--- config.mk ---
export PLATFORM = sky130hd
export DESIGN_NAME = alu_issue_unit
export DESIGN_NICKNAME = d
export VERILOG_FILES = /design/src/rtl/alu_pkg.sv /design/src/rtl/alu_result_fifo.sv /design/src/rtl/alu_issue_unit.sv
export SDC_FILE = /design/constraint.sdc
export NUM_CORES = 1
export LEC_CHECK = 0
export ABC_AREA = 1
export CORE_AREA = 2 2 93 117
export DETAILED_ROUTE_END_ITERATION = 16
export DIE_AREA = 0 0 95 119
export SYNTH_ARGS = -nofsm -noshare
export SYNTH_HDL_FRONTEND = slang
export SYNTH_SLANG_ARGS = --single-unit
--- constraint.sdc ---
create_clock -name clk -period 4.1 [get_ports clk]
set_input_delay 1.23 -clock clk [delete_from_list [all_inputs] [get_ports clk]]
set_output_delay 1.23 -clock clk [all_outputs]
set_load 0.05 [all_outputs]
--- src/rtl/alu_pkg.sv ---
// Shared constants, opcodes and issue-FSM state type for the ALU front end.
package alu_pkg;

    localparam int unsigned ALU_DATA_W = 8;
    localparam int unsigned ALU_SEL_W  = 4;
    localparam int unsigned ALU_RES_W  = 9;

    localparam logic [ALU_SEL_W-1:0] ALU_OP_ADD  = 4'b0000;
    localparam logic [ALU_SEL_W-1:0] ALU_OP_SUB  = 4'b0001;
    localparam logic [ALU_SEL_W-1:0] ALU_OP_AND  = 4'b0010;
    localparam logic [ALU_SEL_W-1:0] ALU_OP_OR   = 4'b0011;
    localparam logic [ALU_SEL_W-1:0] ALU_OP_XOR  = 4'b0100;
    localparam logic [ALU_SEL_W-1:0] ALU_OP_SHL  = 4'b0101;
    localparam logic [ALU_SEL_W-1:0] ALU_OP_SHR  = 4'b0110;
    localparam logic [ALU_SEL_W-1:0] ALU_OP_PASS = 4'b0111;

    typedef enum logic {
        IDLE,
        WAIT
    } issue_state_t;

endpackage

--- src/rtl/alu_result_fifo.sv ---
// Response FIFO: wrap-bit pointers, count derived from pointer difference,
// head shown combinationally from storage.
module alu_result_fifo #(
    parameter int unsigned WIDTH = 13,
    parameter int unsigned DEPTH = 4
) (
    input  logic             clk,
    input  logic             rst,
    input  logic             i_push,
    input  logic [WIDTH-1:0] i_data,
    input  logic             i_pop,
    output logic [WIDTH-1:0] o_data,
    output logic             o_valid,
    output logic             o_full
);

    localparam int unsigned AW = (DEPTH > 1) ? $clog2(DEPTH) : 1;
    localparam logic [AW:0] PTR_ONE = (AW + 1)'(1);
    localparam logic [AW:0] PTR_FULL = (AW + 1)'(DEPTH);

    logic [AW:0]      r_wr_ptr;
    logic [AW:0]      r_rd_ptr;
    logic [AW:0]      w_count;
    logic             w_push_en;
    logic             w_pop_en;
    logic [WIDTH-1:0] r_mem [DEPTH];

    assign w_count   = r_wr_ptr - r_rd_ptr;
    assign o_valid   = (w_count != '0);
    assign o_full    = (w_count == PTR_FULL);
    assign w_pop_en  = i_pop && o_valid;
    // A push into a full FIFO is still fine when the head leaves on the same edge.
    assign w_push_en = i_push && (!o_full || w_pop_en);
    assign o_data    = r_mem[r_rd_ptr[AW-1:0]];

    // Pointer update; simultaneous push and pop leaves the count unchanged.
    always_ff @(posedge clk or posedge rst) begin
        if (rst) begin
            r_wr_ptr <= '0;
            r_rd_ptr <= '0;
        end else begin
            if (w_push_en) r_wr_ptr <= r_wr_ptr + PTR_ONE;
            if (w_pop_en)  r_rd_ptr <= r_rd_ptr + PTR_ONE;
        end
    end

    // Storage is cleared on reset so the head reads zero until the first push.
    always_ff @(posedge clk or posedge rst) begin
        if (rst) begin
            for (int i = 0; i < int'(DEPTH); i++) r_mem[i] <= '0;
        end else if (w_push_en) begin
            r_mem[r_wr_ptr[AW-1:0]] <= i_data;
        end
    end

endmodule

--- src/rtl/alu_issue_unit.sv ---
// Sequential front end for the ALU: registers operands, waits SETTLE cycles,
// captures result plus tag into a response FIFO.
module alu_issue_unit
    import alu_pkg::*;
#(
    parameter int unsigned SETTLE = 1,
    parameter int unsigned DEPTH  = 4,
    parameter int unsigned TAG_W  = 4
) (
    input  logic                  clk,
    input  logic                  rst,
    input  logic                  req_valid,
    output logic                  req_ready,
    input  logic [ALU_DATA_W-1:0] req_a,
    input  logic [ALU_DATA_W-1:0] req_b,
    input  logic [ALU_SEL_W-1:0]  req_sel,
    input  logic [TAG_W-1:0]      req_tag,
    output logic [ALU_DATA_W-1:0] alu_a,
    output logic [ALU_DATA_W-1:0] alu_b,
    output logic [ALU_SEL_W-1:0]  alu_sel,
    input  logic [ALU_RES_W-1:0]  alu_result,
    output logic                  rsp_valid,
    input  logic                  rsp_ready,
    output logic [ALU_RES_W-1:0]  rsp_result,
    output logic [TAG_W-1:0]      rsp_tag,
    output logic                  busy
);

    localparam int unsigned CNT_W = $clog2(SETTLE + 1);
    localparam int unsigned ENT_W = ALU_RES_W + TAG_W;
    localparam logic [CNT_W-1:0] CNT_LOAD = CNT_W'(SETTLE);
    localparam logic [CNT_W-1:0] CNT_ONE  = CNT_W'(1);

    issue_state_t          r_state;
    issue_state_t          w_state_next;
    logic [CNT_W-1:0]      r_cnt;
    logic [CNT_W-1:0]      w_cnt_next;
    logic [ALU_DATA_W-1:0] r_alu_a;
    logic [ALU_DATA_W-1:0] r_alu_b;
    logic [ALU_SEL_W-1:0]  r_alu_sel;
    logic [TAG_W-1:0]      r_tag;
    logic                  w_accept;
    logic                  w_capture;
    logic                  w_fifo_full;
    logic                  w_pop;
    logic [ENT_W-1:0]      w_head;

    // Next state, settle countdown, handshake and capture strobe.
    always_comb begin
        w_state_next = r_state;
        w_cnt_next   = r_cnt;
        w_accept     = 1'b0;
        w_capture    = 1'b0;
        req_ready    = 1'b0;
        case (r_state)
            IDLE: begin
                req_ready = !w_fifo_full;
                if (req_valid && !w_fifo_full) begin
                    w_accept     = 1'b1;
                    w_cnt_next   = CNT_LOAD;
                    w_state_next = WAIT;
                end
            end
            WAIT: begin
                w_cnt_next = r_cnt - CNT_ONE;
                if (r_cnt == CNT_ONE) begin
                    w_capture    = 1'b1;
                    w_state_next = IDLE;
                end
            end
            default: w_state_next = IDLE;
        endcase
    end

    // State and countdown registers; reset aborts any in-flight operation.
    always_ff @(posedge clk or posedge rst) begin
        if (rst) begin
            r_state <= IDLE;
            r_cnt   <= '0;
        end else begin
            r_state <= w_state_next;
            r_cnt   <= w_cnt_next;
        end
    end

    // Operand and tag registers; held through WAIT and kept in IDLE.
    always_ff @(posedge clk or posedge rst) begin
        if (rst) begin
            r_alu_a   <= '0;
            r_alu_b   <= '0;
            r_alu_sel <= '0;
            r_tag     <= '0;
        end else if (w_accept) begin
            r_alu_a   <= req_a;
            r_alu_b   <= req_b;
            r_alu_sel <= req_sel;
            r_tag     <= req_tag;
        end
    end

    assign alu_a   = r_alu_a;
    assign alu_b   = r_alu_b;
    assign alu_sel = r_alu_sel;
    assign busy    = (r_state == WAIT);
    assign w_pop   = rsp_valid && rsp_ready;

    alu_result_fifo #(
        .WIDTH(ENT_W),
        .DEPTH(DEPTH)
    ) u_fifo (
        .clk     (clk),
        .rst     (rst),
        .i_push  (w_capture),
        .i_data  ({alu_result, r_tag}),
        .i_pop   (w_pop),
        .o_data  (w_head),
        .o_valid (rsp_valid),
        .o_full  (w_fifo_full)
    );

    assign rsp_result = w_head[ENT_W-1:TAG_W];
    assign rsp_tag    = w_head[TAG_W-1:0];

endmodule

==> flow_summary.ini, run 1 <==
[drt]
wl_per_cell_um = 15.1
final_antenna_net_count = 0
dr.first_iter.drc_count = 258
vias = 3440
drt_wl_total_mm = 10.1
routed_via_density = 5.13
drc_errors = 0
dr.pass1.iters = 4

[timing]
setup_violations = 0
tns_ns = 0
tightest_slew_ns = 0.802
max_slew_margin_pct = 46.5
hold_viol_final = 0
fmax_ghz = 0.256
rsz0062_at_grt = false
fin_crit_ns = 3.91
drv_slew = 0
fin_skew_ns = 0.00807
period_share_pct = 95.3

[cells_and_area]
final_cell_mix = nand2_1, dfrtp_1, clkdlybuf4s50_1, nand4_1, o21ai_0
area_growth_pct = 27.3
drive_gt1_share_pct = 5.58
diodes = 0
final_common_cell = nand2_1
finalNonFillerCells = 670
num-nets-final = 577

[global_route]
grt_usage_pct = 19.6
overflow = 0
antenna_found_initial = 0
grt_pass1_vias = 3342
grt_start_max_net_pins = 51
grt_first_pass_wirelength_mm = 17.1

[logic_synthesis]
yosysSeqAreaShare_pct = 52.9
avgSynthCellArea_um2 = 8.37
ys_ff_latch = 84
synth-main-ff-cell = dfrtp_1
synthArstFlopShare_pct = 100
syn_nets = 519
netlist_area_um2 = 3980
yosysWarnings = 0
synth-edff-count = 0
synth_cell_type_count = 23
synth_cells = 475

[worst_setup_path]
cp-start-kind = flop
cp_cell_sequence = inv_1 > o21ai_0 > o22ai_1 > clkdlybuf4s50_1
worstPathRequired_ns = 2.87
crit_family = buffers and inverters
crit_slowest_cell = clkdlybuf4s50_1
cp.arrival_ns = 2.68
max_stage_delay_ns = 0.84
crit_fanout = 16
crit_buf_inv = 2
critical_path_class = flop to primary output
cp-end-kind = primary output

[clock_tree]
clk_latency_ns = 0.34
h-tree-depth = 3
cts_sinks = 84
cts_resized = 0
cts_buffers = 9
post_cts_buffers = 0
cts_hold_buffers = 0
root_buffer = clkbuf_16
cts_tree = built
clk_pin_slew_worst_paths_ns = 0.06
cts.path.max_buffers = 2

[die]
io_pins = 73
die_h_um = 119
die_area_um2 = 11300
die_x_um = 95
rows = 42
start_util_pct = 38.4
placeableCoreArea_um2 = 10400

[placed_design]
post-dp-hpwl_mm = 6.26
dp_cells = 654
io_buffers = 72
gp_congestion = 0.741

[min_path]
worstHoldPathType = flop to flop

[job]
drv_cap = 0

[outcome]
status = finished clean
[metal layers]
layer | GRT usage, % | part of all wire [%] | vias to the layer above | routed length (µm)
met2 | 29.7 | 46 | 113 | 4670
met3 | 4.93 | 7.7 | 12 | 776
li1 | - | - | 1686 | -
met5 | 0 | 0 | - | 0
met4 | 8.42 | 1.7 | 0 | 174
met1 | 26.6 | 44 | 1629 | 4500
[tightest hold or removal path, stage by stage (launching register included)]
cell and delay (ns):
dfrtp_1 0.34, nand2_1 0.05, nand2_1 0.04
[cell families after synthesis]
family                   synth area share, %
adder cells (fa/ha/maj)                 2.20
AO/OA/AOI/OAI                           8.59
buffers and inverters                   8.28
XOR/XNOR                               0.441
flip-flops                              52.9
AND/OR/NAND/NOR                         27.6
[flip-flops by register name (all words and copies together) (netlist names)]
register	count
r_tag	4
u_fifo.r_mem	52
alu_sel	4
u_fifo.r_rd_ptr	3
u_fifo.r_wr_ptr	3
busy	1
alu_a	8
alu_b	8
r_cnt	1
[stage by stage]
| stage | utilization [%] | hold slack [ns] | setup slack (ns) | instance area [µm²] |
|---|---|---|---|---|
| 2_1_floorplan | - | 0.437 | 0.705 | 3980 |
| 3_3_place_gp | 45.6 | 0.449 | 0.651 | 4720 |
| 3_5_place_dp | 45.6 | 0.453 | 0.568 | 4720 |
| 4_1_cts | 48.9 | 0.469 | 0.199 | 5060 |
| 5_1_grt | 48.9 | 0.488 | 0.00846 | 5060 |
| 6_report | 48.9 | 0.466 | 0.191 | 5060 |
[synth_stat cells, types with 7 or more instances]
cell type / count / share of area (%)
o21ai_0: 50 / 6.3
buf_2: 7 / 0.88
buf_1: 8 / 0.76
clkbuf_1: 7 / 0.66
inv_1: 37 / 3.5
nand3_1: 9 / 1.1
nor2_1: 26 / 2.5
o22ai_1: 13 / 2.0
ha_1: 7 / 2.2
nand2_1: 156 / 15
nand4_1: 53 / 8.3
dfrtp_1: 84 / 53
[area by class of cell]
| cell class | count | area (µm²) |
|---|---|---|
| clock buffer | 11 | 253 |
| fill | 989 | 5290 |
| sequential | 84 | 2100 |
| inverter | 38 | 144 |
| clock inverter | 5 | 83.8 |
| timing repair buffer | 79 | 768 |
| multi-input combinational | 321 | 1540 |
| tap | 132 | 165 |
[final timing paths]
kind / start / slack, ns / endpoint / cells after the start
hold reg to reg: u_fifo.r_mem[13] / 0.47 / u_fifo.r_mem[13] / 2
hold / removal: u_fifo.r_mem[13] / 0.47 / u_fifo.r_mem[13] / 2
min in group asynchronous: rst / 1.34 / u_fifo.r_mem[4] / 2
setup reg to reg: u_fifo.r_rd_ptr[1] / 0.71 / u_fifo.r_mem[22] / 9
max in group asynchronous: rst / 1.99 / alu_b[4] / 3
setup / recovery: u_fifo.r_rd_ptr[1] / 0.19 / rsp_tag[1] / 4
Power of run 1 is left out: the tool's default activity adds up to more than one toggle a clock period on the data nets, which glitch-free logic cannot reach.
==> run 2: changes to the inputs <==
- RECOVER_POWER: unset -> 25
==> run 2 against run 1 <==
The flow now finishes with violations (max-capacitance violations, max-slew violations). Critical path depth unchanged. Core utilization about the same. Critical path type unchanged. Highest routed layer unchanged. Global-route usage unchanged. First-iteration DRC count up 3.1%. Largest cell class unchanged. Cell area about the same. Register-to-register slack about the same. Maximum frequency up 0.68%. Clock skew about the same. Setup slack better by 0.027 ns. Sequential share of layout area about the same.
==> flow_summary.ini, run 2 (synthesis gave the netlist of run 1 again) <==
[worst_setup_path]
crit_start = u_fifo.r_rd_ptr[1]
critical_path_class = flop to primary output
endpoint = rsp_tag[1]
r2r_end = u_fifo.r_mem[14]
crit_fanout = 16
cp-end-kind = primary output
r2r_cells = 9
cp-start-kind = flop
worstPathRequired_ns = 2.87
cp.arrival_ns = 2.65
reg2reg_slack_ns = 0.71
r2r-start = u_fifo.r_rd_ptr[1]

[timing]
tightest_slew_ns = 2.06
fin_skew_ns = 0.00830
tns_ns = 0
max_slew_margin_pct = -38.1
fin_crit_ns = 3.88
hold_viol_final = 0
rsz0062_at_grt = false
setup_violations = 0
drv_slew = 46
fmax_ghz = 0.258
period_share_pct = 94.7

[global_route]
overflow = 0
grt_pass1_vias = 3342
grt_usage_pct = 19.6
grt_first_pass_wirelength_mm = 17.1
antenna_found_initial = 0
grt_start_max_net_pins = 51

[drt]
vias = 3445
dr.pass1.iters = 4
wl_per_cell_um = 15.1
final_antenna_net_count = 0
drt_wl_total_mm = 10.1
routed_via_density = 5.14
dr.first_iter.drc_count = 266
drc_errors = 0

[outcome]
status = finished with violations
violations = max-capacitance violations, max-slew violations

[die]
die_area_um2 = 11300
die_x_um = 95
rows = 42
start_util_pct = 38.4
die_h_um = 119
io_pins = 73
placeableCoreArea_um2 = 10400

[clock_tree]
cts_sinks = 84
cts_tree = built
post_cts_buffers = 0
h-tree-depth = 3
root_buffer = clkbuf_16
cts.path.max_buffers = 2
cts_resized = 0
cts_hold_buffers = 0
cts_buffers = 9
clk_latency_ns = 0.34
clk_pin_slew_worst_paths_ns = 0.06

[cells_and_area]
drive_gt1_share_pct = 5.58
diodes = 0
top_register = u_fifo.r_mem
largest_register_ffs = 52
area_growth_pct = 27.2
final_cell_mix = nand2_1, dfrtp_1, clkdlybuf4s50_1, nand4_1, o21ai_0
num-nets-final = 577
final_common_cell = nand2_1

[job]
drv_cap = 1

[min_path]
worstHoldPathType = flop to flop

[placed_design]
post-dp-hpwl_mm = 6.26
io_buffers = 72
gp_congestion = 0.741
## run 2: changes by cell type in the layout (fill, tap and decap cells not counted)
cell / previous run / this run
clkdlybuf4s50_1: 70 / 69
clkinvlp_2: 0 / 1
clkbuf_2: 0 / 1
buf_4: 9 / 8
dlygate4sd3_1: 0 / 1
clkinv_2: 1 / 0
## run 2: per-layer routing
layer	GRT usage [%]	share of wire (%)	vias up	wire, µm
met5	0	0	-	0
met2	29.7	46	108	4680
met4	8.42	1.7	0	169
met1	26.6	45	1641	4540
li1	-	-	1684	-
met3	4.93	7.4	12	746
## run 2: final cells by class
type	count	area (µm²)
fillers	990	5300
flip-flops and latches	84	2100
multi-input cells	321	1540
repair buffers	79	766
clock buffers	11	253
well taps	132	165
inverters	38	144
clock inverters	5	83.8
## run 2: worst max-delay path, stage by stage (launching register included)
cell	delay, ns
dfrtp_1	0.58
inv_1	0.50
o21ai_0	0.17
o22ai_1	0.21
clkdlybuf4s50_1	0.84
## run 2: worst min-delay path by stage
stage | start | end | slack, ns | cells past startpoint
global route | u_fifo.r_mem[36] | u_fifo.r_mem[36] | 0.49 | 2
global placement | u_fifo.r_mem[17] | u_fifo.r_mem[17] | 0.45 | 2
CTS | u_fifo.r_mem[36] | u_fifo.r_mem[36] | 0.47 | 2
detailed placement | u_fifo.r_mem[37] | u_fifo.r_mem[37] | 0.45 | 2
floorplan | u_fifo.r_mem[13] | u_fifo.r_mem[13] | 0.44 | 2
finish | u_fifo.r_mem[13] | u_fifo.r_mem[13] | 0.47 | 2
## run 2: metrics by stage
step / utilization, % / instances / hold slack (ns) / cell area [µm²] / worst slack [ns]
final: 48.9 / 670 / 0.466 / 5060 / 0.218
after global routing: 48.9 / 670 / 0.488 / 5060 / 0.00846
after CTS: 48.9 / 670 / 0.469 / 5060 / 0.199
after detailed placement: 45.6 / 654 / 0.453 / 4720 / 0.568
after global placement: 45.6 / 654 / 0.449 / 4720 / 0.651
after floorplan: - / 475 / 0.437 / 3980 / 0.705
Power of run 2 is left out for the same reason.
